==> src/rtl/pipe_stage_skid_pkg.sv <==
// Shared definitions for pipeline stage registers: occupancy encodings and
// control-bus bit positions so every stage packs and unpacks identically.
package pipe_stage_skid_pkg;

  typedef enum logic [1:0] {
    OCC_EMPTY = 2'd0,
    OCC_ONE   = 2'd1,
    OCC_FULL  = 2'd2
  } occ_e;

  localparam int CTRL_REG_WRITE  = 0;
  localparam int CTRL_MEM_WRITE  = 1;
  localparam int CTRL_MEM_READ   = 2;
  localparam int CTRL_BRANCH_LSB = 3;
  localparam int CTRL_BRANCH_MSB = 5;
  localparam int CTRL_JUMP       = 6;
  localparam int CTRL_MEM_SIZE_LSB = 7;
  localparam int CTRL_MEM_SIZE_MSB = 8;
  localparam int CTRL_MEM_SIGNED = 9;
  localparam int CTRL_WB_SEL_LSB = 10;
  localparam int CTRL_WB_SEL_MSB = 11;

  // The skid entry is only ever filled behind a valid main entry.
  function automatic occ_e occ_of(input logic mainValid, input logic skidValid);
    if (skidValid) return OCC_FULL;
    if (mainValid) return OCC_ONE;
    return OCC_EMPTY;
  endfunction

endpackage

==> src/rtl/pipe_stage_skid_entry_reg.sv <==
// One payload + control + valid holding register. Payload only changes on an
// actual capture, so a held or dropped entry keeps its last data.
module pipe_entry_reg
  import pipe_stage_skid_pkg::*;
#(
  parameter int DATA_W = 64,
  parameter int CTRL_W = 16
) (
  input  logic              clk,
  input  logic              rst_n,
  input  logic              clr_i,
  input  logic              load_i,
  input  logic              valid_i,
  input  logic [DATA_W-1:0] data_i,
  input  logic [CTRL_W-1:0] ctrl_i,
  output logic              valid_o,
  output logic [DATA_W-1:0] data_o,
  output logic [CTRL_W-1:0] ctrl_o
);

  logic              valid_q, valid_d;
  logic [DATA_W-1:0] data_q, data_d;
  logic [CTRL_W-1:0] ctrl_q, ctrl_d;

  always_comb begin
    valid_d = valid_q;
    data_d  = data_q;
    ctrl_d  = ctrl_q;
    if (clr_i) begin
      valid_d = 1'b0;
    end else if (load_i) begin
      valid_d = valid_i;
      if (valid_i) begin
        data_d = data_i;
        ctrl_d = ctrl_i;
      end
    end
  end

  always_ff @(posedge clk or negedge rst_n) begin
    if (!rst_n) begin
      valid_q <= 1'b0;
      data_q  <= '0;
      ctrl_q  <= '0;
    end else begin
      valid_q <= valid_d;
      data_q  <= data_d;
      ctrl_q  <= ctrl_d;
    end
  end

  assign valid_o = valid_q;
  assign data_o  = data_q;
  assign ctrl_o  = ctrl_q;

endmodule

==> src/rtl/pipe_stage_skid.sv <==
// Two-entry valid/ready pipeline stage register (main + skid) with flush and
// bubble control zeroing.
module pipe_stage_skid
  import pipe_stage_skid_pkg::*;
#(
  parameter int DATA_W     = 64,
  parameter int CTRL_W     = 16,
  parameter bit CLEAR_DATA = 1'b0
) (
  input  logic              clk,
  input  logic              rst_n,
  input  logic              flush,
  input  logic              in_valid,
  output logic              in_ready,
  input  logic [DATA_W-1:0] in_data,
  input  logic [CTRL_W-1:0] in_ctrl,
  output logic              out_valid,
  input  logic              out_ready,
  output logic [DATA_W-1:0] out_data,
  output logic [CTRL_W-1:0] out_ctrl,
  output logic [1:0]        occupancy
);

  logic              mainValid, skidValid;
  logic [DATA_W-1:0] mainData, skidData;
  logic [CTRL_W-1:0] mainCtrl, skidCtrl;
  logic              inFire, outFire;
  logic              mainLoad, mainNextValid;
  logic              skidLoad, skidNextValid;
  logic [DATA_W-1:0] mainSrcData;
  logic [CTRL_W-1:0] mainSrcCtrl;

  assign in_ready = !skidValid && rst_n;
  assign inFire   = in_valid && in_ready;
  assign outFire  = mainValid && out_ready;

  // Main refills whenever it is empty or drained; the skid entry has priority
  // over the input so arrival order is preserved.
  assign mainLoad      = !mainValid || outFire;
  assign mainNextValid = skidValid || inFire;
  assign mainSrcData   = skidValid ? skidData : in_data;
  assign mainSrcCtrl   = skidValid ? skidCtrl : in_ctrl;

  // Skid captures only when main is stalled, and empties when main drains it.
  assign skidLoad      = (mainValid && !out_ready && inFire) || (skidValid && out_ready);
  assign skidNextValid = !skidValid;

  pipe_entry_reg #(.DATA_W(DATA_W), .CTRL_W(CTRL_W)) u_main (
    .clk     (clk),
    .rst_n   (rst_n),
    .clr_i   (flush),
    .load_i  (mainLoad),
    .valid_i (mainNextValid),
    .data_i  (mainSrcData),
    .ctrl_i  (mainSrcCtrl),
    .valid_o (mainValid),
    .data_o  (mainData),
    .ctrl_o  (mainCtrl)
  );

  pipe_entry_reg #(.DATA_W(DATA_W), .CTRL_W(CTRL_W)) u_skid (
    .clk     (clk),
    .rst_n   (rst_n),
    .clr_i   (flush),
    .load_i  (skidLoad),
    .valid_i (skidNextValid),
    .data_i  (in_data),
    .ctrl_i  (in_ctrl),
    .valid_o (skidValid),
    .data_o  (skidData),
    .ctrl_o  (skidCtrl)
  );

  assign out_valid = mainValid;
  assign out_ctrl  = mainValid ? mainCtrl : '0;
  assign out_data  = (CLEAR_DATA && !mainValid) ? '0 : mainData;
  assign occupancy = occ_of(mainValid, skidValid);

endmodule

==> config.mk <==
export PLATFORM = sky130hd
export DESIGN_NAME = pipe_stage_skid
export DESIGN_NICKNAME = d
export VERILOG_FILES = /design/src/rtl/pipe_stage_skid_pkg.sv /design/src/rtl/pipe_stage_skid_entry_reg.sv /design/src/rtl/pipe_stage_skid.sv
export SDC_FILE = /design/constraint.sdc
export NUM_CORES = 1
export LEC_CHECK = 0
export CORE_MARGIN = 8
export CORE_UTILIZATION = 50
export CTS_CLUSTER_DIAMETER = 60
export CTS_CLUSTER_SIZE = 30
export DETAILED_ROUTE_END_ITERATION = 6
export DONT_BUFFER_PORTS = 1
export HOLD_SLACK_MARGIN = 0.12
export SYNTH_ARGS = -nofsm -noshare
export SYNTH_HDL_FRONTEND = slang
export SYNTH_SLANG_ARGS = --single-unit
==> constraint.sdc <==
create_clock -name clk -period 2.7 [get_ports clk]
set_input_delay 0.27 -clock clk [delete_from_list [all_inputs] [get_ports clk]]
set_output_delay 0.27 -clock clk [all_outputs]
set_load 0.005 [all_outputs]
==> run_results.csv <==
group,metric,value,unit
routing,post_drt_wl_per_cell,20.7,um
run,cap_violations,0,
sta,finClkSkew,0.00640,ns
layout,nets,632,
sta,finalSetupViolCount,0,
logic_synthesis,ys_ff_latch,162,
floorplanning,die_x,135,um
logic_synthesis,synth_warnings,0,
routing,post_drt_via_cell_ratio,5.38,
logic_synthesis,synthCells,456,
cts,clock_latency,0.41,ns
sta,min_period,2.03,ns
layout,areaGrowthSynthToFinish,23.4,%
sta,slew_viol_final,0,
layout,fin_cells,738,
critical_path,critPathMaxFanout,35,
hold_path,hp-class,"input pin to async pin",
sta,hold_viol,162,
critical_path,worst_setup_path_start_kind,"register",
run_status,violations,"hold timing",
global_route,grt_pass1_wl,24100,um
logic_synthesis,synth_cell_type_count,18,
global_route,grt_usage,0.171,
sta,whs,-0.449,ns
logic_synthesis,synth_commonest_cells,"232 x mux2_2, 162 x dfrtp_1, 16 x and2_1",
routing,ant_nets,0,
floorplanning,die_h,135,um
floorplanning,fp.coreArea,13900,sq um
routing,routed_wl,15300,um
logic_synthesis,ys_top_cells_by_area,"dfrtp_1 57%, mux2_2 37%, and2_1 1.4%",
cts,clockBufferDepth,2,
floorplanning,dieArea,18300,sq um
logic_synthesis,ys.flop_type,"dfrtp_1",
logic_synthesis,synth-edff-count,0,
critical_path,path_cells,"and2b_2 -> nand4_4 -> buf_12 -> mux2_2",
critical_path,crit_required,2.99,ns
global_route,grt_overflow,0,
cts,cts-root-buf,"clkbuf_16",
sta,tightestPinTransition,0.423,ns
cts,tritoncts,"done",
routing,drt_iter0_drc,123,
placement,place.gp.congestion,0.695,
cts,path_clk_slew,0.06,ns
critical_path,slowest_stage,"dfrtp_4",
logic_synthesis,synth-async-reset-ratio,1.00,
critical_path,r2r_end,"u_skid.data_o[29]",
sta,rsz0062_at_grt,"false",
sta,finalSetupTns,0,ns
sta,slew_headroom,0.718,
sta,fmax,0.493,GHz
global_route,grt_max_degree,167,
routing,drtPass1Iterations,4,
power_and_ir_drop,ir_drop,0.000400,V
critical_path,arrival,2.32,ns
logic_synthesis,yosysMostFrequentCell,"mux2_2",
logic_synthesis,yosysTopAreaCell,"dfrtp_1",
floorplanning,pin_count,169,
logic_synthesis,syn_area_per_cell,15.6,sq um
floorplanning,num_rows,43,
cts,clock-sinks,162,
critical_path,rrSetupSlack,0.67,ns
placement,post-dp-hpwl,9320,um
cts,ctsHtreeMaxLevel,4,
power_and_ir_drop,leakage,3.85,nW
critical_path,worstRegToRegCells,4,
critical_path,cp-end-kind,"register",
layout,drive_above_1_share,0.480,
logic_synthesis,synth_top_area_share,0.568,
sta,fin_crit_sh,0.751,
logic_synthesis,syn-num-nets,541,
placement,dp.cells,614,
global_route,antenna_found_initial,0,
layout,post-route-util,0.632,
floorplanning,start_util,0.512,
critical_path,timing.rr.start,"u_skid.valid_o",
layout,antennaDiodeCount,0,
global_route,grt_pass1_vias,4389,
placement,port_buffers,0,
routing,vias,3970,
critical_path,critPathMaxStageDelay,0.61,ns
critical_path,worstSetupPathType,"register to register",
power_and_ir_drop,powerDensity,719,nW/um^2
cts,cts.repair.resized,0,
logic_synthesis,syn_area,7130,sq um
run_status,outcome,"complete, but fails checks",
routing,drc,0,
logic_synthesis,synth.yosys.seq_area_share,0.568,
cts,numCtsBuffers,17,
area by class of cell:
class	count	area (sq um)
Fill cell	1053	5130
Sequential cell	162	4060
Multi-Input combinational cell	266	2890
Timing Repair Buffer	100	1040
Clock buffer	26	499
Tap cell	180	225
Clock inverter	4	97.6
where the power goes:
| group | total, mW | internal (mW) | switching [mW] |
|---|---|---|---|
| Sequential | 3.20 | 2.89 | 0.307 |
| Combinational | 0.704 | 0.504 | 0.200 |
| Clock | 2.42 | 1.54 | 0.875 |
state kept, by name, indices dropped and copies added (netlist names):
register / cells
u_main.valid_o: 1
u_main.data_o: 64
u_skid.valid_o: 1
u_skid.ctrl_o: 16
u_main.ctrl_o: 16
u_skid.data_o: 64
cells by family (layout without fill, tap and decap cells):
| group | Yosys count | count (layout) | synth area share |
|---|---|---|---|
| flops | 162 | 162 | 0.568 |
| simple gates | 23 | 23 | 0.0223 |
| mux | 240 | 240 | 0.379 |
| buf+inv | 28 | 130 | 0.0279 |
| compound gates | 3 | 3 | 0.00228 |
what timing repair did:
item	in CTS	in global routing
hold endpoints to repair	279	172
setup buffers	0	0
hold buffers	84	10
per-layer routing:
layer | GRT usage | vias to the layer above | share of wire
met5 | 0 | - | 0
met4 | 0.0481 | 0 | 0.011
met3 | 0.0868 | 11 | 0.094
met2 | 0.269 | 110 | 0.49
met1 | 0.202 | 2047 | 0.41
li1 | - | 1802 | -
layout by cell type (no fill, tap or decap), drive strengths merged:
| cell | Yosys | layout |
|---|---|---|
| clkbuf | 2 | 26 |
| nor3 | 1 | 1 |
| nor2b | 1 | 1 |
| clkinvlp | 0 | 1 |
| dlygate4sd3 | 0 | 94 |
| a31oi | 1 | 1 |
| nand2b | 1 | 1 |
| bufinv | 0 | 3 |
| buf | 26 | 6 |
| mux2 | 240 | 240 |
| nor2 | 1 | 1 |
| nor3b | 1 | 1 |
| and2 | 16 | 16 |
| and2b | 1 | 1 |
| dfrtp | 162 | 162 |
| a21oi | 2 | 2 |
| nand4 | 1 | 1 |
stage by stage:
step	setup WS, ns	total power, mW	instance area, sq um
5_1_grt	0.555	6.64	8800
3_5_place_dp	0.648	3.85	7260
2_1_floorplan	1.14	3.65	7130
4_1_cts	0.640	6.40	8700
6_report	0.672	6.33	8800
3_3_place_gp	0.689	3.79	7260
worst max path at each step:
| stage | from | to | slack (ns) | cells past startpoint |
|---|---|---|---|---|
| 3_5_place_dp | u_skid.valid_o | u_skid.ctrl_o[2] | 0.65 | 4 |
| 6_report | u_skid.valid_o | u_skid.data_o[29] | 0.67 | 4 |
| 3_3_place_gp | u_skid.valid_o | u_skid.ctrl_o[4] | 0.69 | 4 |
| 4_1_cts | u_skid.valid_o | u_skid.ctrl_o[4] | 0.64 | 4 |
| 5_1_grt | u_skid.valid_o | u_skid.ctrl_o[4] | 0.55 | 4 |
| 2_1_floorplan | u_skid.valid_o | u_main.ctrl_o[0] | 1.14 | 4 |
critical path: cells and delay by family (launching register included):
kind          cells  cell delay, ns
mux               1            0.30
buf+inv           1            0.31
simple gates      2            0.64
flops             1            0.61
No activity file was read; power rests on OpenSTA's default activity.
